$ cat config.mk
export PLATFORM = sky130hd
export DESIGN_NAME = ex_hazard_ctrl_flat
export DESIGN_NICKNAME = d
export VERILOG_FILES = /design/src/rtl/ex_hazard_ctrl_pkg.sv /design/src/rtl/ex_hazard_ctrl_if.sv /design/src/rtl/ex_hazard_ctrl_fwd_match.sv /design/src/rtl/ex_hazard_ctrl.sv /design/src/flat_wrapper.sv
export SDC_FILE = /design/constraint.sdc
export NUM_CORES = 1
export LEC_CHECK = 0
export CELL_PAD_IN_SITES_DETAIL_PLACEMENT = 0
export CELL_PAD_IN_SITES_GLOBAL_PLACEMENT = 1
export CORE_MARGIN = 4
export CORE_UTILIZATION = 34
export DETAILED_ROUTE_END_ITERATION = 16
export GPL_ROUTABILITY_DRIVEN = 0
export PLACE_DENSITY_LB_ADDON = 0.1
export RECOVER_POWER = 100
export SYNTH_ARGS = -nofsm -noshare
export SYNTH_HDL_FRONTEND = slang
export SYNTH_HIERARCHICAL = 1
export SYNTH_SLANG_ARGS = --single-unit
$ cat constraint.sdc
create_clock -name clk -period 1.81 [get_ports clk]
set_input_delay 0.362 -clock clk [delete_from_list [all_inputs] [get_ports clk]]
set_output_delay 0.362 -clock clk [all_outputs]
set_load 0.1 [all_outputs]
$ cat src/rtl/ex_hazard_ctrl_pkg.sv
// Shared types and constants for the execute-stage hazard/forwarding controller.
// Forward-select encodings here must match the execute-stage operand muxes.
package ex_ctrl_pkg;

    localparam int REG_AW = 3;

    localparam logic [1:0] FWD_MEM  = 2'b00;
    localparam logic [1:0] FWD_WB   = 2'b01;
    localparam logic [1:0] FWD_REG  = 2'b10;
    localparam logic       FWD3_WB  = 1'b0;
    localparam logic       FWD3_REG = 1'b1;

    typedef logic [REG_AW-1:0] reg_idx_t;

    // Metadata of the instruction currently in EX; enough to drive forwarding and load-use checks
    typedef struct packed {
        reg_idx_t rs1;
        reg_idx_t rs2;
        reg_idx_t rd;
        logic     use_rs1;
        logic     use_rs2;
        logic     use_rd;
        logic     reg_write;
        logic     mem_read;
    } ex_stage_t;

    typedef struct packed {
        reg_idx_t rd;
        logic     reg_write;
        logic     mem_read;
    } wr_stage_t;

endpackage

$ cat src/rtl/ex_hazard_ctrl_if.sv
// Decode-side bundle between the decode stage and the hazard controller.
// The master is whoever drives decode metadata, flush and hold.
interface ex_hazard_ctrl_if #(
    parameter int CNT_W = 16
);
    import ex_ctrl_pkg::*;

    reg_idx_t         id_rs1;
    reg_idx_t         id_rs2;
    reg_idx_t         id_rd;
    logic             id_use_rs1;
    logic             id_use_rs2;
    logic             id_use_rd;
    logic             id_reg_write;
    logic             id_mem_read;
    logic             flush;
    logic             hold;
    logic [1:0]       muxFwd1select;
    logic [1:0]       muxFwd2select;
    logic             muxFwd3select;
    logic             stall;
    logic             bubble;
    logic [CNT_W-1:0] stall_count;

    modport master (
        output id_rs1, id_rs2, id_rd, id_use_rs1, id_use_rs2, id_use_rd,
               id_reg_write, id_mem_read, flush, hold,
        input  muxFwd1select, muxFwd2select, muxFwd3select, stall, bubble, stall_count
    );

    modport slave (
        input  id_rs1, id_rs2, id_rd, id_use_rs1, id_use_rs2, id_use_rd,
               id_reg_write, id_mem_read, flush, hold,
        output muxFwd1select, muxFwd2select, muxFwd3select, stall, bubble, stall_count
    );

endinterface

$ cat src/rtl/ex_hazard_ctrl_fwd_match.sv
// Single-operand forward source selection: the younger writer in MEM beats the older one in WB.
module fwd_match
    import ex_ctrl_pkg::*;
(
    input  logic       use_i,
    input  reg_idx_t   src_i,
    input  reg_idx_t   mem_rd_i,
    input  logic       mem_we_i,
    input  reg_idx_t   wb_rd_i,
    input  logic       wb_we_i,
    output logic [1:0] sel_o
);

    always_comb begin
        sel_o = FWD_REG;
        if (use_i) begin
            if (mem_we_i && (mem_rd_i == src_i)) begin
                sel_o = FWD_MEM;
            end else if (wb_we_i && (wb_rd_i == src_i)) begin
                sel_o = FWD_WB;
            end
        end
    end

endmodule

$ cat src/rtl/ex_hazard_ctrl.sv
// Execute-stage hazard controller: shadows EX/MEM/WB write metadata, drives forward selects,
// and stalls decode for one cycle when it consumes a load that is still in EX.
module ex_hazard_ctrl
    import ex_ctrl_pkg::*;
#(
    parameter int CNT_W = 16
) (
    input logic              clk,
    input logic              reset,
    ex_hazard_ctrl_if.slave  bus
);

    ex_stage_t        ex_q;
    ex_stage_t        ex_d;
    wr_stage_t        mem_q;
    wr_stage_t        wb_q;
    logic [CNT_W-1:0] stallCnt_q;
    logic [CNT_W-1:0] stallCnt_d;
    logic             haz;
    logic             stallInt;
    logic             bubbleInt;
    logic             unusedMemRead;

    assign haz = ex_q.mem_read & ex_q.reg_write &
                 ((bus.id_use_rs1 & (bus.id_rs1 == ex_q.rd)) |
                  (bus.id_use_rs2 & (bus.id_rs2 == ex_q.rd)) |
                  (bus.id_use_rd  & (bus.id_rd  == ex_q.rd)));

    // A taken branch kills the decode instruction, so there is nothing left to stall for
    assign stallInt  = haz & ~bus.flush;
    assign bubbleInt = haz | bus.flush;

    always_comb begin
        ex_d = '{rs1:       bus.id_rs1,
                 rs2:       bus.id_rs2,
                 rd:        bus.id_rd,
                 use_rs1:   bus.id_use_rs1,
                 use_rs2:   bus.id_use_rs2,
                 use_rd:    bus.id_use_rd,
                 reg_write: bus.id_reg_write,
                 mem_read:  bus.id_mem_read};
        if (bubbleInt) begin
            ex_d = '0;
        end
        stallCnt_d = stallCnt_q;
        if (stallInt && (stallCnt_q != '1)) begin
            stallCnt_d = stallCnt_q + CNT_W'(1);
        end
    end

    always_ff @(posedge clk) begin
        if (!reset) begin
            ex_q       <= '0;
            mem_q      <= '0;
            wb_q       <= '0;
            stallCnt_q <= '0;
        end else if (!bus.hold) begin
            ex_q       <= ex_d;
            mem_q      <= '{rd: ex_q.rd, reg_write: ex_q.reg_write, mem_read: ex_q.mem_read};
            wb_q       <= mem_q;
            stallCnt_q <= stallCnt_d;
        end
    end

    fwd_match u_fwd1 (
        .use_i    (ex_q.use_rs1),
        .src_i    (ex_q.rs1),
        .mem_rd_i (mem_q.rd),
        .mem_we_i (mem_q.reg_write),
        .wb_rd_i  (wb_q.rd),
        .wb_we_i  (wb_q.reg_write),
        .sel_o    (bus.muxFwd1select)
    );

    fwd_match u_fwd2 (
        .use_i    (ex_q.use_rs2),
        .src_i    (ex_q.rs2),
        .mem_rd_i (mem_q.rd),
        .mem_we_i (mem_q.reg_write),
        .wb_rd_i  (wb_q.rd),
        .wb_we_i  (wb_q.reg_write),
        .sel_o    (bus.muxFwd2select)
    );

    // Store data only has a WB bypass; a MEM-stage producer is covered by the register arg path
    assign bus.muxFwd3select = (ex_q.use_rd && wb_q.reg_write && (wb_q.rd == ex_q.rd))
                               ? FWD3_WB : FWD3_REG;

    assign bus.stall       = stallInt;
    assign bus.bubble      = bubbleInt;
    assign bus.stall_count = stallCnt_q;

    // Load flags are shadowed in MEM/WB for completeness but nothing downstream consumes them yet
    assign unusedMemRead = mem_q.mem_read ^ wb_q.mem_read;

endmodule

$ cat src/flat_wrapper.sv
// flat-port wrapper written by rule: the top's interface ports become plain ports
module ex_hazard_ctrl_flat import ex_ctrl_pkg::*;
#(
    parameter int CNT_W = 16
)
  (clk, reset, bus_id_rs1, bus_id_rs2, bus_id_rd, bus_id_use_rs1, bus_id_use_rs2, bus_id_use_rd, bus_id_reg_write, bus_id_mem_read, bus_flush, bus_hold, bus_muxFwd1select, bus_muxFwd2select, bus_muxFwd3select, bus_stall, bus_bubble, bus_stall_count);
  ex_hazard_ctrl_if #(.CNT_W(CNT_W)) bus_i ();
  input logic clk;
  input logic reset;
  input wire logic [$bits(bus_i.id_rs1)-1:0] bus_id_rs1;
  input wire logic [$bits(bus_i.id_rs2)-1:0] bus_id_rs2;
  input wire logic [$bits(bus_i.id_rd)-1:0] bus_id_rd;
  input wire logic [$bits(bus_i.id_use_rs1)-1:0] bus_id_use_rs1;
  input wire logic [$bits(bus_i.id_use_rs2)-1:0] bus_id_use_rs2;
  input wire logic [$bits(bus_i.id_use_rd)-1:0] bus_id_use_rd;
  input wire logic [$bits(bus_i.id_reg_write)-1:0] bus_id_reg_write;
  input wire logic [$bits(bus_i.id_mem_read)-1:0] bus_id_mem_read;
  input wire logic [$bits(bus_i.flush)-1:0] bus_flush;
  input wire logic [$bits(bus_i.hold)-1:0] bus_hold;
  output wire logic [$bits(bus_i.muxFwd1select)-1:0] bus_muxFwd1select;
  output wire logic [$bits(bus_i.muxFwd2select)-1:0] bus_muxFwd2select;
  output wire logic [$bits(bus_i.muxFwd3select)-1:0] bus_muxFwd3select;
  output wire logic [$bits(bus_i.stall)-1:0] bus_stall;
  output wire logic [$bits(bus_i.bubble)-1:0] bus_bubble;
  output wire logic [$bits(bus_i.stall_count)-1:0] bus_stall_count;
  assign bus_i.id_rs1 = bus_id_rs1;
  assign bus_i.id_rs2 = bus_id_rs2;
  assign bus_i.id_rd = bus_id_rd;
  assign bus_i.id_use_rs1 = bus_id_use_rs1;
  assign bus_i.id_use_rs2 = bus_id_use_rs2;
  assign bus_i.id_use_rd = bus_id_use_rd;
  assign bus_i.id_reg_write = bus_id_reg_write;
  assign bus_i.id_mem_read = bus_id_mem_read;
  assign bus_i.flush = bus_flush;
  assign bus_i.hold = bus_hold;
  assign bus_muxFwd1select = bus_i.muxFwd1select;
  assign bus_muxFwd2select = bus_i.muxFwd2select;
  assign bus_muxFwd3select = bus_i.muxFwd3select;
  assign bus_stall = bus_i.stall;
  assign bus_bubble = bus_i.bubble;
  assign bus_stall_count = bus_i.stall_count;
  ex_hazard_ctrl #(.CNT_W(CNT_W)) u_core (.clk(clk), .reset(reset), .bus(bus_i));
endmodule
-- After elaboration in Yosys (flattened, before gate mapping)
Cells that the tools add are included.
- bits in registers: 38
- output and inout bits: 23
- word-level logic and storage cells: 50
- add/subtract/negate cells: 1
- equality and inequality tests: 9
- mux-type cells: 8
- bitwise gates (word level): 11
- reduce and logical (&&, ||, !) cells: 8
- operators with widths (kind ; number):
    $eq A3 B3 Y1 ; 8
    $add A16 B1 Y16 const B ; 1
    $ne A16 B16 Y1 const B ; 1
    $mux W14 ; 1
    $mux W2 ; 6
    $logic_and A1 B1 Y1 ; 7
    $and A1 B1 Y1 ; 6
    $or A1 B1 Y1 ; 3
    $not A1 Y1 ; 2
    $reduce_and A2 Y1 ; 1
    $mux W1 ; 1

-- Depth between registers and ports, before layout
Gate-level depths: netlist of the first run.
- word-level depth: 8
- mapped depth: 8
- gate-level depth less buffers: 6

-- Modules after synthesis
Netlist of the first run, hierarchy kept.
- by module, submodules not included (module ; times used ; cells each ; area an instance (um^2) ; sequential area each (um^2)):
    ex_hazard_ctrl ; 1 ; 181 ; 1695.4 ; 760.7
    fwd_match ; 2 ; 12 ; 93.8 ; 0.0

-- Least setup slack after synthesis of the first run
No wires, ideal clock.
- kind: reg-to-output
- start: register u_core/ex_q[6] in the netlist's numbering
- end: output bus_stall
- arrival: 2.581 ns
- data required time: 1.448 ns
- path slack: -1.133 ns
- cell stages (with the launch flop): 8
- buffers on the path: 3
- cells stage by stage: dfxtp_1 > buf_2 > xnor2_1 > nand4_1 > a31o_2 > clkbuf_1 > clkbuf_1 > nor2_1
- cells in the longest elaborated chain, start to end: 6
- elaborated cells on any way between the ends: 10
- RTL lines (what ; line ; source):
    start, declared ; ex_hazard_ctrl.sv:13 ; ex_stage_t ex_q;
    start signal, assigned ; ex_hazard_ctrl.sv:53 ; ex_q <= '0;
    start signal, assigned ; ex_hazard_ctrl.sv:58 ; ex_q <= ex_d;
    $eq A3 B3 Y1 (on tied branches) ; ex_hazard_ctrl.sv:25, ex_hazard_ctrl.sv:26 ;
    $and A1 B1 Y1 (on tied branches) ; ex_hazard_ctrl.sv:25, ex_hazard_ctrl.sv:26 ;
    $or A1 B1 Y1 ; ex_hazard_ctrl.sv:25 ; ((bus.id_use_rs1 & (bus.id_rs1 == ex_q.rd)) |
    $or A1 B1 Y1 (*) ; ex_hazard_ctrl.sv:26 ; (bus.id_use_rs2 & (bus.id_rs2 == ex_q.rd)) |
    $and A1 B1 Y1 (*) ; ex_hazard_ctrl.sv:24 ; assign haz = ex_q.mem_read & ex_q.reg_write &
    $and A1 B1 Y1 (*) ; ex_hazard_ctrl.sv:30 ; assign stallInt = haz & ~bus.flush;
    end, declared ; flat_wrapper.sv:23 ; output wire logic [$bits(bus_i.stall)-1:0] bus_stall;
Mark *: on every way between the ends. The rest lies on a longest branch, timed or not.

-- Final worst setup path of the first run
- start: input bus_hold
- end: register u_core.stallCnt_q[15], in the netlist u_core/bus.stall_count[15]
- cells in the longest elaborated chain, start to end: 2
- RTL lines (what ; line ; source):
    start, declared ; flat_wrapper.sv:19 ; input wire logic [$bits(bus_i.hold)-1:0] bus_hold;
    $not A1 Y1 (no source line) ; - ;
    $reduce_and A2 Y1 (no source line) ; - ;
    end signal, assigned ; ex_hazard_ctrl.sv:61 ; stallCnt_q <= stallCnt_d;
    end, declared ; ex_hazard_ctrl.sv:17 ; logic [CNT_W-1:0] stallCnt_q;
No other way between the ends.
A chain may end at the register's enable or synchronous reset.

==> summary.txt, run 1 <==
Status
  – Status: finished with violations
  – Failing checks: negative setup slack

GRT
  – Largest net degree at the start of global routing: 23
  – Antenna violations before repair: 0
  – GRT Util Overall: 0.186
  – Vias in the first global route: 1889
  – First-pass GRT wire length: 9600 um
  – GRT overflow: 0

Floorplanning
  – Core Rows: 26
  – I/O Pins: 41
  – Initial Utilization: 0.360
  – Core ar.: 5240 um^2
  – Die width: 82.4 um
  – DIE HEIGHT: 82.4 um
  – Die area: 6790 um^2

Synth
  – Yosys top cell area share: 0.404
  – Number of synthesized flops with an enable pin: 0
  – Share of synthesized flip-flops with an asynchronous set or reset: 0
  – Post-synth cell types: 31
  – Synth area leaders: dfxtp_1 40%, xnor2_1 7.4%, a22o_1 6.5%
  – Synth area leader: dfxtp_1
  – Ys flop type: dfxtp_1
  – Top post-synthesis cells by count: 38 x dfxtp_1, 16 x xnor2_1, 14 x a21oi_1, 14 x a22o_1, 14 x nor2_1
  – Register area share after synthesis: 0.404
  – Mapped Avg Cell Area: 9.19 um^2
  – Syn Std Cell Area: 1880 um^2
  – Syn nets: 224
  – Post-Syn Instances: 205
  – #FFs+latches synth: 38
  – Yosys warnings: 6
  – Count leader, synth: dfxtp_1

Clocking
  – Htree depth: 2
  – TritonCTS clock tree: done
  – Clock tree buffer depth: 2
  – Root Driver: clkbuf_8
  – Worst-path clk slew: 0.08 ns
  – Clk_lat worst skew: 0.29 ns
  – CTS buffer count: 5
  – CTS Sinks: 38

Critical path
  – Reg2reg start: u_core/bus.stall_count[11]$_SDFFE_PN0P_
  – CP max stage delay: 0.63 ns
  – Ordered cell list for the critical path: dlygate4sd3_1, a311o_2, buf_4, or4_1, a21oi_2
  – Max Fanout on Critical Path: 3
  – Arrival @ worst endpoint: 2.23 ns
  – Critical path required time: 2.03 ns
  – Crit-path slowest cell: dlygate4sd3_1
  – CP Launch Type: input pin
  – Crit Path Category: in -> reg
  – CP startpoint: bus_hold
  – Crit end category: flip-flop

Placement
  – Port bufs: 40
  – Placed Cells: 336
  – Post-detail-place hpwl: 4160 um
  – Post-Place Cell Area: 2970 um^2

STA
  – Unrepaired setup endpoints after global routing: true
  – Setup Viol. Count Final: 35
  – Worst Slack Setup Final: -0.204 ns
  – Final Cycle Share: 1.11
  – F_max: 497 MHz
  – Clk_skew: 0.00985 ns
  – Post-layout min period: 2.01 ns
  – Worst-Margin Slew: 0.549 ns
  – Pins Over Slew Limit: 0
  – Worst relative slew slack: 0.634
  – Final Hold Vio Count: 0

Power
  – Power per cell area: 519 nW/um^2
  – Internal power: 1.21 mW
  – Switching share of total power: 0.258
  – P_sw: 0.421 mW
  – Comb pwr share: 0.134
  – Clock share of power: 0.345
  – Leak: 1.25 nW
  – Max IR drop VDD: 0.269 mV
  – Sequential share of power: 0.521

Drt
  – DR vias: 1868
  – First-pass DRT Iterations: 4
  – Post-route ant nets: 0
  – Average wire per cell in the routed design: 17.2 um
  – DRC violations left: 0
  – Detailed Route Iter0 Violations: 91
  – Via density: 5.25
  – Post-Route WL: 6110 um

Finish
  – Post-Layout Cell Count: 356
  – Area grow syn2layout: 66.8%
  – Final Instance Area: 3140 um^2
  – Nets: 304
  – Antenna diode count: 0
  – FILL cells: 476
  – Share of layout cells above drive strength 1: 0.528

Flow run
  – Max Cap Viol: 0

Hold path
  – Hold Startpoint: bus_id_use_rs1
  – Min-delay worst type: in -> reg
==> per-layer routing <==
layer | wire [um] | track usage | vias to the layer above
li1 | - | - | 931
met1 | 2770 | 0.241 | 894
met2 | 3090 | 0.309 | 35
met3 | 178 | 0.0358 | 8
met4 | 66 | 0.0598 | 0
met5 | 0 | 0 | -
==> critical path, delay by kind of cell <==
kind / cells / cell delay, ns
buffers and inverters: 2 / 0.80
AND/OR/NAND/NOR: 1 / 0.52
AO/OA/AOI/OAI: 2 / 0.55
==> flip-flops by register name, summed over array words and instances (netlist names) <==
signal and flops:
u_core/wb_q 4, u_core/mem_q 4, u_core/ex_q 14, u_core/bus.stall_count 16
==> area by class of cell <==
type	count	area, um^2	area share
clock buffer	6	72.6	0.0231
timing repair buffer	88	825	0.263
clock inverter	2	10.0	0.00319
tap	70	87.6	0.0279
inverter	4	15.0	0.00478
multi-input combinational	148	1290	0.412
sequential	38	837	0.267
==> per-stage QoR <==
stage                     utilization  total power, mW  hold slack, ns  setup TNS (ns)  worst slack (ns)
after floorplan                     -            0.971           0.443           -1.98            -0.243
after global placement          0.567             1.06           0.460          -17.28            -0.637
after detailed placement        0.567             1.07           0.462          -19.85            -0.782
after CTS                       0.615             1.63           0.452           -2.72            -0.186
after global routing            0.600             1.70           0.458           -6.17            -0.251
final                           0.600             1.63           0.460           -4.11            -0.204
==> worst paths after layout <==
check / end / slack, ns / cells past startpoint
hold reg to reg: u_core/ex_q[0]$_SDFFE_PN0N_ / 0.48 / 1
setup reg to reg: u_core/bus.stall_count[15]$_SDFFE_PN0P_ / -0.19 / 6
hold / removal: u_core/ex_q[4]$_SDFFE_PN0N_ / 0.46 / 2
setup / recovery: u_core/bus.stall_count[15]$_SDFFE_PN0P_ / -0.20 / 5
==> what timing repair did <==
item                       CTS  global route
hold buffers                 0             0
setup buffers                8             3
pin swaps                   19            18
setup endpoints to repair   36            37
gates cloned                 1             1
resized for setup           38            30
==> cell usage in the layout, fill, tap and decap left out, types with 4 or more instances in the layout <==
cell             count
buf_4               38
dfxtp_4             18
clkbuf_2            15
a22o_1              14
dfxtp_1             13
nor2_1              12
o31ai_1             12
dlygate4sd2_1       11
nand4_1             10
or4_4               10
a21oi_2             10
buf_12               9
nand2_1              9
mux2i_1              9
xnor2_2              8
xnor2_1              8
xor2_1               8
dfxtp_2              7
buf_6                6
nand3_1              6
clkbuf_8             5
clkdlybuf4s50_1      5
inv_1                4
a21oi_1              4
==> kinds of logic after synthesis <==
family | count (synthesis) | share of synthesized area
AOI/OAI and AO/OA | 48 | 0.182
DFF | 38 | 0.404
buffers and inverters | 19 | 0.0425
xor gates and xnor gates | 24 | 0.112
and+or+nand+nor | 66 | 0.205
muxes | 9 | 0.0478
adders and majority gates | 1 | 0.00664
==> power by group through the flow <==
stage          Clock, mW  Sequential (mW)  Combinational [mW]
3_5_place_dp           0            0.870               0.195
4_1_cts            0.579            0.848               0.203
6_report           0.561            0.849               0.218
3_3_place_gp           0            0.869               0.189
5_1_grt            0.619            0.852               0.232
2_1_floorplan          0            0.860               0.112
No activity file was read; power rests on OpenSTA's default activity.
==> run 2, diff against run 1 <==
CAP_MARGIN = 0   (was default)
SETUP_SLACK_MARGIN = 0.1   (was default)
==> run 2 against run 1 <==
The run still ends with negative setup slack left; sequential share of layout area increased by 0.074 points; clock-buffer cell count up 2; wire length decreased by 1.0%; clock power up 41%; via count rose by 2.4%.
==> summary.txt, run 2 (synthesized netlist as in run 1, its figures left out) <==
Status
  – Status: finished with violations
  – Failing checks: negative setup slack

Clocking
  – CTS Sinks: 38 (unchanged)
  – CTS buffer count: 5 (unchanged)
  – Htree depth: 2 (unchanged)
  – Worst-path clk slew: 0.08 ns (about the same)
  – TritonCTS clock tree: done
  – Root Driver: clkbuf_8
  – Clock tree buffer depth: 2 (unchanged)
  – Clk_lat worst skew: 0.29 ns (about the same)

Finish
  – Commonest cells after routing, fill and taps aside: 35 x buf_4, 20 x dfxtp_4, 16 x clkbuf_2, 14 x a22o_1
  – Largest register FFs: 16 (unchanged)
  – Commonest non-fill, non-tap cell in the layout: buf_4
  – Nets: 301 (-0.99%)
  – Final Instance Area: 3150 um^2 (+0.32%)
  – Share of layout cells above drive strength 1: 0.505 (-0.0227)
  – Post-Layout Cell Count: 353 (-0.84%)
  – Antenna diode count: 0 (unchanged)
  – Core Util, Final: 0.602 (+0.00191)
  – Area grow syn2layout: 67.3%

STA
  – Worst-Margin Slew: 0.627 ns (+0.0782 ns)
  – Clk_skew: 0.00782 ns (-0.00203 ns)
  – Unrepaired setup endpoints after global routing: true
  – Setup Viol. Count Final: 37 (+5.7%)
  – Final Hold Vio Count: 0 (unchanged)
  – F_max: 486 MHz (-2.2%)
  – Post-layout min period: 2.06 ns (+0.0461 ns)
  – Final Cycle Share: 1.14 (+0.0255)
  – Worst relative slew slack: 0.582 (-0.0522)
  – Worst Slack Setup Final: -0.250 ns (-0.0461 ns)
  – Pins Over Slew Limit: 0 (unchanged)

Critical path
  – CP Launch Type: input pin
  – Reg2reg start: u_core/bus.stall_count[13]$_SDFFE_PN0P_
  – Arrival @ worst endpoint: 2.27 ns (+0.04 ns)
  – Reg2reg path depth: 6 (unchanged)
  – Critical path required time: 2.02 ns (about the same)
  – Max Fanout on Critical Path: 10 (+7)
  – Crit Path Category: in -> reg
  – CP startpoint: bus_hold
  – Crit end category: flip-flop

Power
  – Clock share of power: 0.428 (+0.083)
  – Sequential share of power: 0.457 (-0.064)
  – Max IR drop VDD: 0.495 mV (+84%)
  – Switching share of total power: 0.238 (-0.0207)
  – Internal power: 1.41 mW (+17%)
  – Leak: 1.26 nW (+0.65%)
  – Design Power: 1.85 mW (+14%)
  – P_sw: 0.440 mW (+4.5%)
  – Power per cell area: 588 nW/um^2 (+13%)
  – Comb pwr share: 0.115 (-0.019)

Drt
  – DRC violations left: 0 (unchanged)
  – Post-Route WL: 6050 um (-1.0%)
  – Detailed Route Iter0 Violations: 66 (-27%)
  – Via density: 5.42 (+3.3%)
  – WL met2: 3000 um (-3.1%)
  – Wl on met1: 2700 um (-2.6%)
  – First-pass DRT Iterations: 4 (unchanged)
  – Average wire per cell in the routed design: 17.1 um (-0.19%)
  – DR WL met3: 294 um (+65%)
  – DR vias: 1913 (+2.4%)
  – Post-route ant nets: 0 (unchanged)
  – Top Layer Used: met4

Placement
  – Post-detail-place hpwl: 4180 um (+0.59%)
  – Port bufs: 40 (unchanged)
  – Placed Cells: 335 (-0.30%)
  – Post-place setup slack: -0.724 ns (+0.0579 ns)
  – Post-Place Cell Area: 2990 um^2 (+0.76%)

GRT
  – GRT overflow: 0 (unchanged)
  – First-pass GRT wire length: 9520 um (-0.85%)
  – Largest net degree at the start of global routing: 23 (unchanged)
  – Vias in the first global route: 1983 (+5.0%)
  – Antenna violations before repair: 0 (unchanged)
  – GRT Util Overall: 0.183 (-0.00250)

Floorplanning
  – I/O Pins: 41 (unchanged)
  – Initial Utilization: 0.360 (unchanged)
  – Die width: 82.4 um (unchanged)
  – Core Rows: 26 (unchanged)
  – Core ar.: 5240 um^2 (unchanged)
  – DIE HEIGHT: 82.4 um (unchanged)
  – Die area: 6790 um^2 (unchanged)

Hold path
  – Min-delay worst type: in -> reg
  – Hold path cells: 2 (unchanged)
  – Hold Startpoint: bus_id_use_rs2

Flow run
  – Max Cap Viol: 0 (unchanged)
## run 2: changes by cell type in the layout (fill, tap and decap cells not counted), moves of 2 or more
cell / before / now
a21oi_1: 4 / 6
buf_4: 38 / 35
dfxtp_4: 18 / 20
clkinv_2: 2 / 0
nor2_2: 1 / 3
clkbuf_16: 1 / 3
or4_1: 2 / 7
dfxtp_2: 7 / 5
or4_4: 10 / 5
nor2_1: 12 / 10
a21oi_2: 10 / 8
## run 2: final cells by class
class | instances | area (um^2)
Fill cell | 449 | 2090
Timing Repair Buffer | 85 | 796
Multi-Input combinational cell | 148 | 1280
Sequential cell | 38 | 842
Inverter | 4 | 15.0
Tap cell | 70 | 87.6
Clock buffer | 8 | 133
## run 2: final timing paths
path	end	slack (ns)
min	u_core/ex_q[3]$_SDFFE_PN0N_	0.47
max	u_core/bus.stall_count[8]$_SDFFE_PN0P_	-0.25
min reg2reg	u_core/bus.stall_count[10]$_SDFFE_PN0P_	0.50
max reg2reg	u_core/bus.stall_count[8]$_SDFFE_PN0P_	-0.23
## run 2: through the flow
stage	hold slack, ns	TNS (ns)
after detailed placement	0.479	-19.33
after floorplan	0.443	-2.03
after global placement	0.469	-16.72
after CTS	0.450	-2.66
after global routing	0.469	-7.63
final	0.467	-5.81
## run 2: repair_timing
action	in CTS	in global routing
setup buffers	6	2
hold buffers	0	0
pin swaps	13	20
endpoints found under the setup margin	37	37
resized for setup	36	22
gates cloned	1	1
## run 2: routing by layer
layer | vias to the layer above | track usage
met1 | 928 | 0.235
met4 | 0 | 0.0498
met3 | 7 | 0.0315
met5 | - | 0
met2 | 52 | 0.315
li1 | 926 | -
## run 2: power by group through the flow
stage          clock, mW  combinational (mW)  sequential (mW)
3_5_place_dp           0               0.190            0.870
6_report           0.792               0.213            0.846
2_1_floorplan          0               0.114            0.860
5_1_grt            0.842               0.227            0.850
3_3_place_gp           0               0.185            0.869
4_1_cts            0.803               0.195            0.846
## run 2: worst max-delay path, stage by stage
cell,delay (ns)
dlygate4sd3_1,0.65
a311o_2,0.43
buf_12,0.17
or4_1,0.50
a21oi_1,0.15
